<file path="config.mk">
export PLATFORM = sky130hd
export DESIGN_NAME = uart_tx_fifo
export DESIGN_NICKNAME = d
export VERILOG_FILES = /design/src/rtl/uart_tx_fifo.sv
export SDC_FILE = /design/constraint.sdc
export NUM_CORES = 1
export LEC_CHECK = 0
export CORE_MARGIN = 2
export CORE_UTILIZATION = 45
export CTS_CLUSTER_DIAMETER = 50
export CTS_CLUSTER_SIZE = 25
export DETAILED_ROUTE_END_ITERATION = 10
export GPL_TIMING_DRIVEN = 0
export PLACE_DENSITY = 0.73
export SYNTH_ARGS = -nofsm -noshare
export SYNTH_HDL_FRONTEND = slang
export SYNTH_SLANG_ARGS = --single-unit
</file>
<file path="constraint.sdc">
create_clock -name clock -period 2.9 [get_ports clock]
set_input_delay 0.58 -clock clock [delete_from_list [all_inputs] [get_ports clock]]
set_output_delay 0.58 -clock clock [all_outputs]
set_load 0.005 [all_outputs]
</file>
<file path="src/rtl/uart_tx_fifo.sv">
// Buffered UART transmitter: a FIFO feeds a per-frame configurable serialiser
// (5-9 data bits, optional parity, 1/2 stop bits) with line-break generation.
module uart_tx_fifo #(
  parameter int unsigned MAX_DATA_BITS = 9,
  parameter int unsigned FIFO_DEPTH    = 16,
  parameter int unsigned CNT_W         = $clog2(FIFO_DEPTH + 1)
) (
  input  logic                     clock,
  input  logic                     reset_n,
  input  logic                     baud_tick,
  input  logic [MAX_DATA_BITS-1:0] wr_data,
  input  logic                     wr_valid,
  output logic                     wr_ready,
  input  logic [3:0]               cfg_data_bits,
  input  logic                     cfg_parity_en,
  input  logic                     cfg_parity_odd,
  input  logic                     cfg_stop2,
  input  logic                     brk_req,
  output logic                     data_tx,
  output logic                     active_flag,
  output logic                     done_flag,
  output logic [CNT_W-1:0]         fifo_count,
  output logic                     fifo_full,
  output logic                     fifo_empty
);

  localparam int unsigned DW = MAX_DATA_BITS;
  localparam int unsigned AW = (FIFO_DEPTH > 1) ? $clog2(FIFO_DEPTH) : 1;

  typedef enum logic [2:0] {
    S_IDLE, S_START, S_DATA, S_PARITY, S_STOP, S_BREAK
  } state_t;

  typedef struct packed {
    logic [3:0] data_bits;
    logic       parity_en;
    logic       parity_bit;
    logic       stop2;
  } frame_cfg_t;

  logic [DW-1:0]    mem [FIFO_DEPTH];
  logic [AW-1:0]    wr_ptr, rd_ptr;
  logic [DW-1:0]    head_c;
  logic             push_c, pop_c;
  logic [CNT_W-1:0] count_nxt_c;

  state_t        state, state_nxt;
  frame_cfg_t    cfg_q, cfg_nxt;
  logic [DW-1:0] shreg, shreg_nxt;
  logic [3:0]    bit_cnt, bit_cnt_nxt;
  logic          stop_cnt, stop_cnt_nxt;
  logic          mark_q, mark_nxt;
  logic          tx_nxt, active_nxt, done_nxt;
  logic          load_c;
  logic [3:0]    bits_eff_c;
  logic          parity_c;

  assign wr_ready = !fifo_full;
  assign push_c   = wr_valid && !fifo_full;
  assign head_c   = mem[rd_ptr];

  // FIFO occupancy bookkeeping
  always_comb begin
    count_nxt_c = fifo_count;
    if (push_c && !pop_c)      count_nxt_c = fifo_count + CNT_W'(1);
    else if (pop_c && !push_c) count_nxt_c = fifo_count - CNT_W'(1);
  end

  always_ff @(posedge clock or negedge reset_n) begin
    if (!reset_n) begin
      wr_ptr     <= '0;
      rd_ptr     <= '0;
      fifo_count <= '0;
      fifo_full  <= 1'b0;
      fifo_empty <= 1'b1;
    end else begin
      if (push_c) wr_ptr <= wr_ptr + AW'(1);
      if (pop_c)  rd_ptr <= rd_ptr + AW'(1);
      fifo_count <= count_nxt_c;
      fifo_full  <= (count_nxt_c == CNT_W'(FIFO_DEPTH));
      fifo_empty <= (count_nxt_c == '0);
    end
  end

  always_ff @(posedge clock) begin
    if (push_c) mem[wr_ptr] <= wr_data;
  end

  // Clamp requested width into the legal 5..MAX_DATA_BITS range
  always_comb begin
    bits_eff_c = cfg_data_bits;
    if (cfg_data_bits < 4'd5)                    bits_eff_c = 4'd5;
    else if (cfg_data_bits > 4'(MAX_DATA_BITS))  bits_eff_c = 4'(MAX_DATA_BITS);
  end

  // Parity over the active data bits only, computed when the word is popped
  always_comb begin
    parity_c = cfg_parity_odd;
    for (int i = 0; i < int'(DW); i++) begin
      if (4'(i) < bits_eff_c) parity_c = parity_c ^ head_c[i];
    end
  end

  always_comb begin
    state_nxt    = state;
    cfg_nxt      = cfg_q;
    shreg_nxt    = shreg;
    bit_cnt_nxt  = bit_cnt;
    stop_cnt_nxt = stop_cnt;
    mark_nxt     = mark_q;
    tx_nxt       = data_tx;
    done_nxt     = 1'b0;
    load_c       = 1'b0;
    pop_c        = 1'b0;
    if (baud_tick) begin
      case (state)
        S_IDLE: begin
          if (brk_req) begin
            state_nxt = S_BREAK;
            tx_nxt    = 1'b0;
          end else if (!fifo_empty) begin
            load_c = 1'b1;
          end
        end
        S_START: begin
          state_nxt   = S_DATA;
          tx_nxt      = shreg[0];
          shreg_nxt   = shreg >> 1;
          bit_cnt_nxt = 4'd0;
        end
        S_DATA: begin
          if (bit_cnt == cfg_q.data_bits - 4'd1) begin
            stop_cnt_nxt = 1'b0;
            if (cfg_q.parity_en) begin
              state_nxt = S_PARITY;
              tx_nxt    = cfg_q.parity_bit;
            end else begin
              state_nxt = S_STOP;
              tx_nxt    = 1'b1;
            end
          end else begin
            tx_nxt      = shreg[0];
            shreg_nxt   = shreg >> 1;
            bit_cnt_nxt = bit_cnt + 4'd1;
          end
        end
        S_PARITY: begin
          state_nxt = S_STOP;
          tx_nxt    = 1'b1;
        end
        S_STOP: begin
          // A post-break mark is always a single period and reports no frame
          if (!mark_q && cfg_q.stop2 && !stop_cnt) begin
            stop_cnt_nxt = 1'b1;
          end else begin
            done_nxt = !mark_q;
            mark_nxt = 1'b0;
            if (brk_req) begin
              state_nxt = S_BREAK;
              tx_nxt    = 1'b0;
            end else if (!fifo_empty) begin
              load_c = 1'b1;
            end else begin
              state_nxt = S_IDLE;
            end
          end
        end
        S_BREAK: begin
          if (!brk_req) begin
            state_nxt    = S_STOP;
            tx_nxt       = 1'b1;
            mark_nxt     = 1'b1;
            stop_cnt_nxt = 1'b0;
          end
        end
        default: begin
          state_nxt = S_IDLE;
          tx_nxt    = 1'b1;
        end
      endcase
    end
    if (load_c) begin
      pop_c     = 1'b1;
      state_nxt = S_START;
      tx_nxt    = 1'b0;
      shreg_nxt = head_c;
      cfg_nxt   = '{data_bits: bits_eff_c, parity_en: cfg_parity_en,
                    parity_bit: parity_c, stop2: cfg_stop2};
    end
    active_nxt = (state_nxt != S_IDLE);
  end

  always_ff @(posedge clock or negedge reset_n) begin
    if (!reset_n) begin
      state       <= S_IDLE;
      cfg_q       <= '0;
      shreg       <= '0;
      bit_cnt     <= '0;
      stop_cnt    <= 1'b0;
      mark_q      <= 1'b0;
      data_tx     <= 1'b1;
      active_flag <= 1'b0;
      done_flag   <= 1'b0;
    end else begin
      state       <= state_nxt;
      cfg_q       <= cfg_nxt;
      shreg       <= shreg_nxt;
      bit_cnt     <= bit_cnt_nxt;
      stop_cnt    <= stop_cnt_nxt;
      mark_q      <= mark_nxt;
      data_tx     <= tx_nxt;
      active_flag <= active_nxt;
      done_flag   <= done_nxt;
    end
  end

endmodule

</file>
==> results by stage <==
Status:
- The flow ran to the end, and the final reports show no timing, DRC or antenna violations.

Power:
- The power per standard cell area is about 980 mW/mm^2.
- After layout, the design draws a total of between 9000 and 10000 uW.
- The standby leakage power is ~0.0032 uW.
- The maximum vdd ir drop is between 0.5 and 0.6 mV.

Detailed routing:
- Once detail routing completed, the nets flagged for antenna violations numbered 0.
- The vias after detailed routing is about 4.5k.
- The total DRC errors in the routed layout is 0.
- After detailed routing, the average wire length per cell comes to roughly 20 um.
- The pre-antenna-repair detailed-routing pass consisted of 5 iterations.
- The final wirelength is roughly 16000 um.
- For this block, the initial DRC count from the detailed router was 565.
- In the routed layout, each cell is associated on average with a via count of ~5.7.

Floorplanning:
- The area of the die is roughly 0.019 sq mm.
- The area of the placeable core is 0.0174 sq mm.
- The floorplan step set the die height to around 140 um.
- The initial utilization of the core area, before any placement, comes to between 40 and 50%.
- The die extent in x is 137 um.
- The cell row count is 48.
- The I/O pin count is 32.

Logic synthesis:
- The cell area after synthesis is between 0.008 and 0.009 sq mm.
- The sequential element share of the synthesized area is between 60% and 70%.
- Sorting the synthesized cells by area gives the leading types as sky130_fd_sc_hd__edfxtp_1, sky130_fd_sc_hd__dfrtp_1, sky130_fd_sc_hd__mux4_2, sky130_fd_sc_hd__nand2_1, sky130_fd_sc_hd__xnor2_1.
- The cell type with the highest aggregate area in the netlist is sky130_fd_sc_hd__edfxtp_1.
- The per-instance average area after synthesis is roughly 16 sq um.
- In this run the biggest area consumer among cell types represents roughly 54% of the synthesized area.
- The proportion of synthesized flip-flops having asynchronous set or reset is a little under a quarter.
- The dominant synthesized flop cell is sky130_fd_sc_hd__edfxtp_1.
- The number of flip-flops and latches in the synthesized netlist is 187.
- The total number of yosys warnings is 0.
- When the netlist entered floorplanning its net count stood at 540.
- Synthesis handed over a netlist of 510 instances.
- The count of unique library cells instantiated by Yosys is between 50 and 60.
- The number of enable flip-flop cells after synthesis is around 140.

Critical path:
- The critical path ends at cfg_q[1].
- The start-to-end type of the worst setup path is register to register.
- The top fanout value on the critical path is 10.
- For flop-to-flop paths, the worst setup slack is roughly 16 ps.
- Data on the critical path arrives at its endpoint at 3240 ps.
- The nature of the critical path startpoint is a register.
- In this run the critical register-to-register path is launched from rd_ptr[1].
- The reg-to-reg endpoint is cfg_q[1].
- Counting cells, the worst reg-to-reg path comes to 7.
- STA classifies the critical path endpoint as a register.
- For the worst setup path, the data required time is 3260 ps.
- Tracing the worst setup path back leads to its startpoint at rd_ptr[1].

Clocking:
- TritonCTS built the clock tree.
- The number of buffers created by CTS is 17.
- Counting along the longest clock path gives a buffer depth of 2.
- After clock tree synthesis, the clock-pin slew on the worst setup and hold paths is 70 ps.
- Counting every sink on the clock net gives 187.
- The root buffer cell chosen for the clock tree is sky130_fd_sc_hd__clkbuf_16.
- After clock tree synthesis, the setup repair step added 0 buffers.
- The insertion delay to the later sink of the worst-skew pair is about 430 ps.
- The number of levels the H-tree was split into is 4.

Global route:
- The number of antenna violations at the first check in global routing is 0.
- Entering global routing, the biggest net connects 42 pins.
- The wire length of the first global-routing pass is between 20000 and 30000 um.
- The remaining global-route overflow is 0.
- The via count of the first global-routing pass is between 4k and 5k.
- In the global route stage, overall resource usage came out at a little under a fifth.

STA:
- The final hold violation count came to 0.
- Timing would allow up to about 350 MHz.
- Setup violations remaining at the end of the flow were counted as 0.
- For the finished layout, the period the worst path requires is between 2000 and 3000 ps.
- The worst hold slack is about 370 ps.
- Of the available clock period, the critical path in the final layout requires 99.4%.
- Setup slack on the critical path of the routed design comes to between 15 and 20 ps.
- The transition time of the tightest slew-check pin is roughly 690 ps.
- The worst-case headroom to the max-slew limit is a little over half.
- Setup repair after global routing could not meet its margin everywhere.
- The final clock skew is approximately 6.8 ps.
- The total count of max-transition violations in the final report is 0.

Cells and area:
- The repair_antennas step left the layout with diodes totalling 0.
- The top cell types in the final layout, fill and taps aside, are sky130_fd_sc_hd__edfxtp_1, sky130_fd_sc_hd__nand2_1, sky130_fd_sc_hd__dfrtp_1, sky130_fd_sc_hd__mux4_2, sky130_fd_sc_hd__clkdlybuf4s50_1.
- The fraction of layout cells with a size suffix above 1 is roughly 15%.
- For this run, the share of the core covered by cells in the final layout is between 50% and 60%.
- The final layout net count is 589.
- The commonest non-fill, non-tap cell in the layout is sky130_fd_sc_hd__edfxtp_1.
- The synthesis-to-layout area growth is 14.8%.
- The design area is just over 0.009 sq mm.

Placed design:
- After detailed placement, the total cell area comes to about 0.0086 sq mm.
- The final weighted congestion in routability-driven placement is between 0.9 and 1.
- The detailed placement HPWL is between 10000 and 15000 um.
- Before CTS, the worst setup slack after placement is -327 ps.
- Port buffering added 30 buffers.

Worst hold path:
- The worst hold path belongs to the class input pin to register.

Job:
- Max-cap violations in this run came to 0.
-- how the worst min path moves through the flow --
| stage | startpoint | end | cells after the start |
|---|---|---|---|
| floorplan | reset_n | active_flag | 0 |
| global placement | mark_q | done_flag | 1 |
| detailed placement | reset_n | bit_cnt[0] | 1 |
| CTS | cfg_data_bits[3] | cfg_q[5] | 2 |
| global route | cfg_data_bits[3] | cfg_q[5] | 2 |
| finish | cfg_data_bits[3] | cfg_q[5] | 2 |
-- cells in the mapped netlist (all sizes together), types with 3 or more instances --
| cell | number |
|---|---|
| a21oi | 12 |
| inv | 11 |
| xnor2 | 16 |
| buf | 9 |
| edfxtp | 144 |
| mux2i | 5 |
| nor2 | 23 |
| nor3b | 3 |
| nand2b | 4 |
| nand3 | 6 |
| o21ai | 21 |
| ha | 9 |
| o211ai | 3 |
| a22oi | 14 |
| nand2 | 57 |
| nor3 | 3 |
| mux2 | 12 |
| clkbuf | 15 |
| dfrtp | 41 |
| and2 | 18 |
| nor2b | 7 |
| and3 | 4 |
| mux4 | 37 |
| xor2 | 5 |
-- repair_timing --
item,4_1_cts,5_1_grt
endpoints found under the setup margin,1,18
gates cloned,0,0
hold buffers,1,0
hold endpoints to repair,2,0
resized for setup,2,5
pin swaps,0,1
-- metal layers --
layer  track usage [%]  vias to the layer above  wire length (um)
li1                  -                     2048                 -
met2              31.2                      151              8440
met1              23.6                     2321              6540
met4              6.41                        0               229
met5                 0                        -                 0
met3              3.64                       19               873
-- registers in the layout, indices dropped and copies added (netlist names) --
name,cells
mem,144
cfg_q,7
shreg,9
bit_cnt,4
fifo_count,5
state,3
rd_ptr,4
data_tx,1
done_flag,1
active_flag,1
mark_q,1
wr_ptr,4
stop_cnt,1
fifo_empty,1
fifo_full,1
-- critical path, stage by stage, from the launching register on --
cell	delay, ps
sky130_fd_sc_hd__dfrtp_1	400
sky130_fd_sc_hd__clkbuf_1	530
sky130_fd_sc_hd__mux4_2	420
sky130_fd_sc_hd__mux4_2	550
sky130_fd_sc_hd__xnor2_1	170
sky130_fd_sc_hd__xnor3_1	230
sky130_fd_sc_hd__xnor3_1	370
sky130_fd_sc_hd__o21ai_1	130
-- through the flow --
step	setup TNS [ps]	instances
5_1_grt	-120	797
6_report	0	797
3_3_place_gp	-2400	765
2_1_floorplan	0	510
4_1_cts	0	799
3_5_place_dp	-3160	766
-- power by group --
part	switching [uW]	leakage [uW]	internal, uW
combinational	1640	0.00112	1550
sequential	274	0.00183	3360
clock	1020	0.000271	1200
-- area by class of cell --
cell class	count	area, sq um
repair buffers	32	325
clock inverters	14	133
clock buffers	18	429
flip-flops and latches	187	5400
plain buffers	22	113
fillers	1317	8170
well taps	225	282
multi-input cells	288	2460
inverters	11	41.3
-- cell families (layout without fill, tap and decap cells) --
kind of cell / Yosys count / count (layout) / share of synthesized area [%]
adders and majority gates: 9 / 9 / 1.41
buffers and inverters: 35 / 97 / 1.91
muxes: 54 / 54 / 12.7
and+or+nand+nor: 133 / 133 / 7.94
AOI/OAI and AO/OA: 69 / 69 / 5.61
xor gates and xnor gates: 23 / 23 / 2.86
DFF: 187 / 187 / 67.5
(Power assumes the default switching activity.)
